--- config.mk ---
export PLATFORM = sky130hd
export DESIGN_NAME = cache_mem_arbiter
export DESIGN_NICKNAME = d
export VERILOG_FILES = /design/src/rtl/cache_mem_arbiter.sv
export SDC_FILE = /design/constraint.sdc
export NUM_CORES = 1
export LEC_CHECK = 0
export CORE_MARGIN = 1.5
export CORE_UTILIZATION = 41
export CTS_CLUSTER_DIAMETER = 150
export CTS_CLUSTER_SIZE = 25
export DETAILED_ROUTE_END_ITERATION = 7
export PLACE_DENSITY = 0.81
export SYNTH_ARGS = -nofsm -noshare
export SYNTH_HDL_FRONTEND = slang
export SYNTH_SLANG_ARGS = --single-unit
--- constraint.sdc ---
create_clock -name CLK -period 4 [get_ports CLK]
set_clock_uncertainty 0.2 [all_clocks]
set_input_delay 0.4 -clock CLK [delete_from_list [all_inputs] [get_ports CLK]]
set_output_delay 0.4 -clock CLK [all_outputs]
set_load 0.05 [all_outputs]
--- src/rtl/cache_mem_arbiter.sv ---
// rtl/cache_mem_arbiter.sv - round-robin arbiter and burst sequencer between I$/D$ and main memory
module cache_mem_arbiter #(
    parameter int LINE_WORDS = 4,
    parameter int ADDR_W     = 32,
    parameter int DATA_W     = 32
) (
    input  logic                          CLK,
    input  logic                          RST,
    input  logic                          REQ0,
    input  logic                          REQ1,
    input  logic                          WE0,
    input  logic                          WE1,
    input  logic [ADDR_W-1:0]             ADDR0,
    input  logic [ADDR_W-1:0]             ADDR1,
    input  logic [DATA_W-1:0]             WDATA0,
    input  logic [DATA_W-1:0]             WDATA1,
    output logic                          GNT0,
    output logic                          GNT1,
    output logic [DATA_W-1:0]             RDATA,
    output logic                          RVALID0,
    output logic                          RVALID1,
    output logic [$clog2(LINE_WORDS)-1:0] WIDX,
    output logic                          DONE0,
    output logic                          DONE1,
    output logic                          MEM_REQ,
    output logic                          MEM_WE,
    output logic [ADDR_W-1:0]             MEM_ADDR,
    output logic [DATA_W-1:0]             MEM_WDATA,
    input  logic [DATA_W-1:0]             MEM_RDATA,
    input  logic                          MEM_ACK
);
    localparam int BW   = $clog2(LINE_WORDS);
    localparam int OFFS = BW + 2;
    localparam logic [ADDR_W-1:0] WORD_MASK = ~ADDR_W'(3);
    localparam logic [ADDR_W-1:0] LINE_MASK = ~ADDR_W'((1 << OFFS) - 1);

    typedef enum logic [1:0] {IDLE, READ, WRITE, FINISH} state_t;

    state_t          state;
    logic [BW-1:0]   beat;
    logic            last;
    logic            owner;
    logic            pick;
    logic            sel_we;
    logic [ADDR_W-1:0] sel_addr;
    logic [DATA_W-1:0] sel_wdata;

    // On a tie the port not served last wins; a lone requester always wins.
    always_comb begin
        pick      = (REQ0 && REQ1) ? ~last : REQ1;
        sel_we    = pick ? WE1 : WE0;
        sel_addr  = pick ? ADDR1 : ADDR0;
        sel_wdata = pick ? WDATA1 : WDATA0;
    end

    always_ff @(posedge CLK) begin
        if (!RST) begin
            state     <= IDLE;
            beat      <= '0;
            last      <= 1'b1;
            owner     <= 1'b0;
            GNT0      <= 1'b0;
            GNT1      <= 1'b0;
            RDATA     <= '0;
            RVALID0   <= 1'b0;
            RVALID1   <= 1'b0;
            WIDX      <= '0;
            DONE0     <= 1'b0;
            DONE1     <= 1'b0;
            MEM_REQ   <= 1'b0;
            MEM_WE    <= 1'b0;
            MEM_ADDR  <= '0;
            MEM_WDATA <= '0;
        end else begin
            RVALID0 <= 1'b0;
            RVALID1 <= 1'b0;
            DONE0   <= 1'b0;
            DONE1   <= 1'b0;
            case (state)
                IDLE: begin
                    if (REQ0 || REQ1) begin
                        owner   <= pick;
                        last    <= pick;
                        GNT0    <= ~pick;
                        GNT1    <= pick;
                        MEM_REQ <= 1'b1;
                        if (sel_we) begin
                            state     <= WRITE;
                            MEM_WE    <= 1'b1;
                            MEM_ADDR  <= sel_addr & WORD_MASK;
                            MEM_WDATA <= sel_wdata;
                        end else begin
                            state    <= READ;
                            MEM_WE   <= 1'b0;
                            MEM_ADDR <= sel_addr & LINE_MASK;
                        end
                    end
                end
                READ: begin
                    if (MEM_ACK) begin
                        RDATA    <= MEM_RDATA;
                        WIDX     <= beat;
                        RVALID0  <= ~owner;
                        RVALID1  <= owner;
                        MEM_ADDR <= MEM_ADDR + ADDR_W'(4);
                        if (beat == BW'(LINE_WORDS - 1)) begin
                            // Completion is signalled together with the final word.
                            state   <= FINISH;
                            DONE0   <= ~owner;
                            DONE1   <= owner;
                            GNT0    <= 1'b0;
                            GNT1    <= 1'b0;
                            MEM_REQ <= 1'b0;
                        end else begin
                            beat <= beat + 1'b1;
                        end
                    end
                end
                WRITE: begin
                    if (MEM_ACK) begin
                        state   <= FINISH;
                        DONE0   <= ~owner;
                        DONE1   <= owner;
                        GNT0    <= 1'b0;
                        GNT1    <= 1'b0;
                        MEM_REQ <= 1'b0;
                        MEM_WE  <= 1'b0;
                    end
                end
                FINISH: begin
                    beat  <= '0;
                    state <= IDLE;
                end
                default: state <= IDLE;
            endcase
        end
    end
endmodule

; ---- Word-level counts from Yosys, hierarchy flattened
; Index checks and enable logic that the tools add are counted.
; Widths: inputs -> output; s select.
[word_totals]
register_bits = 112
word_cells = 83
[op_classes]
n_addsub = 2
n_eq_ne = 9
muxes = 37
n_bitwise = 3
reduce_logical = 16
[op_table]
columns = operator, n
row1 = $mux 32, 4
row2 = $pmux 32 s2, 1
row3 = $add 32x3->32 const B, 1
row4 = $mux 1, 16
row5 = $mux 2, 7
row6 = $reduce_and 3->1, 4
row7 = $ne 2x2->1 const B, 5
row8 = $pmux 1 s3, 3
row9 = $pmux 2 s4, 1
row10 = $eq 2x2->1 const B, 3
row11 = $pmux 1 s2, 3
row12 = $reduce_and 2->1, 3
row13 = $reduce_bool 2->1, 3
row14 = $reduce_and 5->1, 1
row15 = $mux 4, 1
row16 = $pmux 2 s2, 1
row17 = $reduce_and 4->1, 1
row18 = $not 1->1, 3
row19 = $reduce_bool 3->1, 1
row20 = $add 2x1->2 const B, 1
row21 = $eq 2x1->1 const B, 1
row22 = $logic_not 2->1, 1
row23 = $logic_and 1x1->1, 1
row24 = $logic_or 1x1->1, 1

; ---- Logic depth before layout (Yosys ltp)
[depth]
depth_word = 6
ltp_mapped = 10
mapped_depth_nobuf = 7

; ---- Least setup slack after synthesis
; OpenSTA, ideal clock, no wires.
[synth_path]
kind = register to register
startpoint = register MEM_ADDR[2]
endpoint = register MEM_ADDR[26]
setup_time_ns = 0.120
arrival_time_ns = 2.877
required_time_ns = 3.680
setup_slack_ns = 0.803
path_stages_with_launch = 9
synth_period_minus_slack_ns = 3.197
path_cell_list = dfxtp_1 -> ha_1 -> nand4_2 -> or4_4 -> buf_6 -> or4_1 -> buf_2 -> and3_4 -> o31a_1
[synth_between]
elab_chain_len = 3
[synth_rtl]
columns = element, line
row1 = from (decl), 27  ; output logic [ADDR_W-1:0] MEM_ADDR,
row2 = from (signal assigned), 90  ; MEM_ADDR <= sel_addr & WORD_MASK;
row3 = from (signal assigned), 95  ; MEM_ADDR <= sel_addr & LINE_MASK;
row4 = from (signal assigned), 105  ; MEM_ADDR <= MEM_ADDR + ADDR_W'(4);
row5 = $add 32x3->32, 105
row6 = $mux 32, 100  ; if (MEM_ACK) begin
row7 = $pmux 32 s2, 79  ; case (state)
; No other way between the ends. The select of a mux whose other input is x is not followed.
; A chain may end at the register's enable or synchronous reset.

; ---- Worst setup path in the final report
; Same ends and word-level chain as after synthesis.

==> results.py <==
metrics = {
    "clocking": {
        "cts.htree.levels": 3,
        "cts_hold_buf": 0,
        "clk_pin_slew_ns": 0.07,
        "clk_latency_ns": 0.35,
        "clock-sinks": 110,
        "cts_inserted_buffers": 9,
        "ctsResizeCount": 0,
        "clk_path_buf_depth": 2,
        "postCtsSetupBuffers": 0,
        "root_buffer": "clkbuf_16",
        "cts_tree": "yes",
    },
    "detailed_routing": {
        "antenna_left": 0,
        "drc": 0,
        "vias": 6004,
        "wl_um": 18800,
        "dr.first_iter.drc_count": 373,
        "firstDrtPassIters": 4,
        "viasPerCell": 5.27,
        "post_drt_wl_per_cell_um": 16.5,
    },
    "placed_design": {
        "pre_cts_ws_ns": 0.981,
        "hpwl_um": 13700,
        "place.gp.congestion": 0.838,
        "numPortBuffers": 266,
        "placed_area_um2": 8460,
    },
    "grt": {
        "track_usage_pct": 25.7,
        "first_global_vias": 5765,
        "antenna_found_initial": 0,
        "grt_remaining_overflow": 0,
        "grt_pass1_wl_um": 29500,
        "grt_max_degree": 62,
    },
    "min_path": {
        "hp-class": "reg -> reg",
        "min_path_cells": 2,
        "min_from": "WIDX[1]",
        "holdPathEnd": "WIDX[1]",
    },
    "timing": {
        "fin_crit_sh_pct": 75.7,
        "timing.fmax_mhz": 330,
        "setup_tns_ns": 0,
        "holdWs_ns": 0.263,
        "slew_viol_final": 0,
        "setup_viol": 0,
        "relSlewSlack_pct": 39.5,
        "worstMarginPinSlew_ns": 0.906,
        "finalHoldViolCount": 0,
        "finalCriticalPeriod_ns": 3.03,
        "fin_ws_ns": 0.971,
        "rsz0062_at_grt": "no",
    },
    "yosys": {
        "synth_area_per_cell_um2": 7.81,
        "seq_area_frac_synth_pct": 39.1,
        "yosys.area.top_type_share_pct": 39.1,
        "yosys_warnings": 0,
        "synth-adder-area-share_pct": 1.55,
        "synthArstFlopShare_pct": 0,
        "synth_area_um2": 5640,
        "yosysTopAreaCell": "dfxtp_1",
        "synth_xor_area_share_pct": 0,
        "synth_edf_count": 0,
        "synth_common_cells": "nand2_1 (191), dfxtp_1 (110), nand3_1 (53)",
        "synth-simple-area-share_pct": 26.1,
        "synth_area_leaders": "dfxtp_1 (39%), nand2_1 (13%), o211a_1 (6.0%)",
        "synth_top_family_by_area": "simple AND/OR/NAND/NOR gates",
        "syn_inst": 722,
        "synth_compound_area_share_pct": 23.4,
        "ys_ff_latch": 110,
        "synth_mux_area_share_pct": 4.66,
        "ys_types": 55,
        "synth_ff_type": "dfxtp_1",
        "synth.most_common_cell": "nand2_1",
    },
    "status": {
        "outcome": "finished clean",
    },
    "pwr": {
        "power_density_nw_per_um2": 607,
        "peakVddDrop_mv": 0.452,
        "p_leak_nw": 3.55,
        "swShare_pct": 46.9,
        "seqPwrFrac_pct": 31.1,
        "p_sw_w": 0.00249,
        "clkPwrFrac_pct": 16.4,
        "p_comb_share_pct": 52.5,
        "power.internal_w": 0.00282,
    },
    "floorplan": {
        "die-area_um2": 14500,
        "core.rowCount": 42,
        "start_util_pct": 42.2,
        "die_h_um": 120,
        "core-area_um2": 13300,
        "die_w_um": 120,
        "ios": 273,
    },
    "worst_setup_path": {
        "crit_family": "simple AND/OR/NAND/NOR gates",
        "cp.required_ns": 4.05,
        "r2r_slack_ns": 0.97,
        "reg2reg_depth": 6,
        "critPathLaunchType": "register",
        "critPathBufInv": 0,
        "path_class": "reg -> reg",
        "path_cells": "ha_1 -> nand4_2 -> or4_4 -> or4_1 -> and3_4 -> o31a_1",
        "critical_path_arrival_ns": 3.07,
        "slowest_delay_ns": 0.68,
        "slowest_stage": "or4_1",
        "critPathMaxFanout": 8,
        "startpoint": "MEM_ADDR[2]",
        "end_kind": "register",
        "r2r-end": "MEM_ADDR[26]",
        "r2r-start": "MEM_ADDR[2]",
    },
    "finish": {
        "post-route-util_pct": 65.5,
        "final_cell_area_um2": 8740,
        "drive_gt1_share_pct": 5.08,
        "fin_nets": 1133,
        "antenna_cells": 0,
        "nFillCells": 1171,
        "area_growth_pct": 55.1,
    },
    "job": {
        "drv_cap": 0,
    },
}
-- worst min-delay path, delay by kind of cell, from the launching register on --
family           cells  cell delay [ns]
AND/OR/NAND/NOR      1             0.05
AO/OA/AOI/OAI        1             0.06
flip-flops           1             0.31
-- layout by cell type, fill, tap and decap left out, types with 3 or more instances in the layout --
| cell type | instances |
|---|---|
| nand3_1 | 53 |
| a21oi_1 | 26 |
| a31oi_1 | 6 |
| nand4_1 | 11 |
| o31a_1 | 7 |
| clkbuf_16 | 9 |
| and3_1 | 3 |
| inv_1 | 13 |
| or3_1 | 6 |
| nor2_1 | 14 |
| nand2_1 | 191 |
| clkdlybuf4s50_1 | 265 |
| nor4_1 | 4 |
| o211ai_1 | 4 |
| buf_4 | 18 |
| nor3b_1 | 3 |
| nor3_1 | 15 |
| o21ai_0 | 27 |
| dfxtp_1 | 110 |
| o211a_1 | 34 |
| o21a_1 | 6 |
| ha_1 | 7 |
| a21boi_0 | 37 |
| mux2i_1 | 24 |
| o22ai_1 | 9 |
| nor2b_1 | 10 |
-- metrics by stage --
step | power (W) | std cells
final | 0.00531 | 1140
after global routing | 0.00559 | 1140
after detailed placement | 0.00446 | 1124
after global placement | 0.00443 | 1124
after floorplan | 0.00342 | 723
after CTS | 0.00533 | 1140
-- cells by family (layout without fill, tap and decap cells) --
| logic type | Yosys count | in the layout |
|---|---|---|
| compound gates | 181 | 181 |
| fa+ha+maj | 7 | 7 |
| buf+inv | 72 | 313 |
| flops | 110 | 110 |
| mux | 26 | 26 |
| other cells | 1 | 2 |
| simple gates | 325 | 325 |
-- worst max-delay path by stage --
| stage | endpoint | slack [ns] | depth (start not counted) |
|---|---|---|---|
| 2_1_floorplan | MEM_ADDR[26] | 0.80 | 8 |
| 3_3_place_gp | MEM_ADDR[26] | 0.99 | 6 |
| 3_5_place_dp | MEM_ADDR[26] | 0.98 | 6 |
| 4_1_cts | MEM_ADDR[26] | 0.96 | 6 |
| 5_1_grt | MEM_ADDR[19] | 0.83 | 9 |
| 6_report | MEM_ADDR[26] | 0.97 | 6 |
-- registers in the layout, indices dropped and copies added (netlist names) --
register and flops:
DONE0 1, MEM_WDATA 32, MEM_REQ 1, last 1
GNT0 1, MEM_WE 1, RVALID1 1, MEM_ADDR 30
beat 2, WIDX 2, owner 1, RVALID0 1
state 2, DONE1 1, GNT1 1, RDATA 32
-- power groups by stage --
stage,Sequential (W),Combinational (W),Clock (W)
floorplan,0.00250,0.000923,0
global placement,0.00166,0.00277,0
detailed placement,0.00167,0.00279,0
CTS,0.00164,0.00280,0.000889
global route,0.00169,0.00298,0.000930
finish,0.00165,0.00279,0.000871
-- layout make-up --
class / instances / area (um2) / area share (%)
clock buffers: 10 / 239 / 2.73
clock inverters: 6 / 46.3 / 0.529
inverters: 13 / 48.8 / 0.558
multi-input cells: 541 / 3180 / 36.4
flip-flops and latches: 110 / 2200 / 25.2
well taps: 176 / 220 / 2.52
repair buffers: 284 / 2810 / 32.1
-- layer usage --
| layer | vias up | GRT usage, % | part of all wire [%] |
|---|---|---|---|
| li1 | 3020 | - | - |
| met1 | 2719 | 29.9 | 41 |
| met2 | 245 | 44.6 | 48 |
| met3 | 20 | 9.43 | 9.8 |
| met4 | 0 | 6.99 | 1.5 |
| met5 | - | 0 | 0 |
No activity file was read; power rests on OpenSTA's default activity.
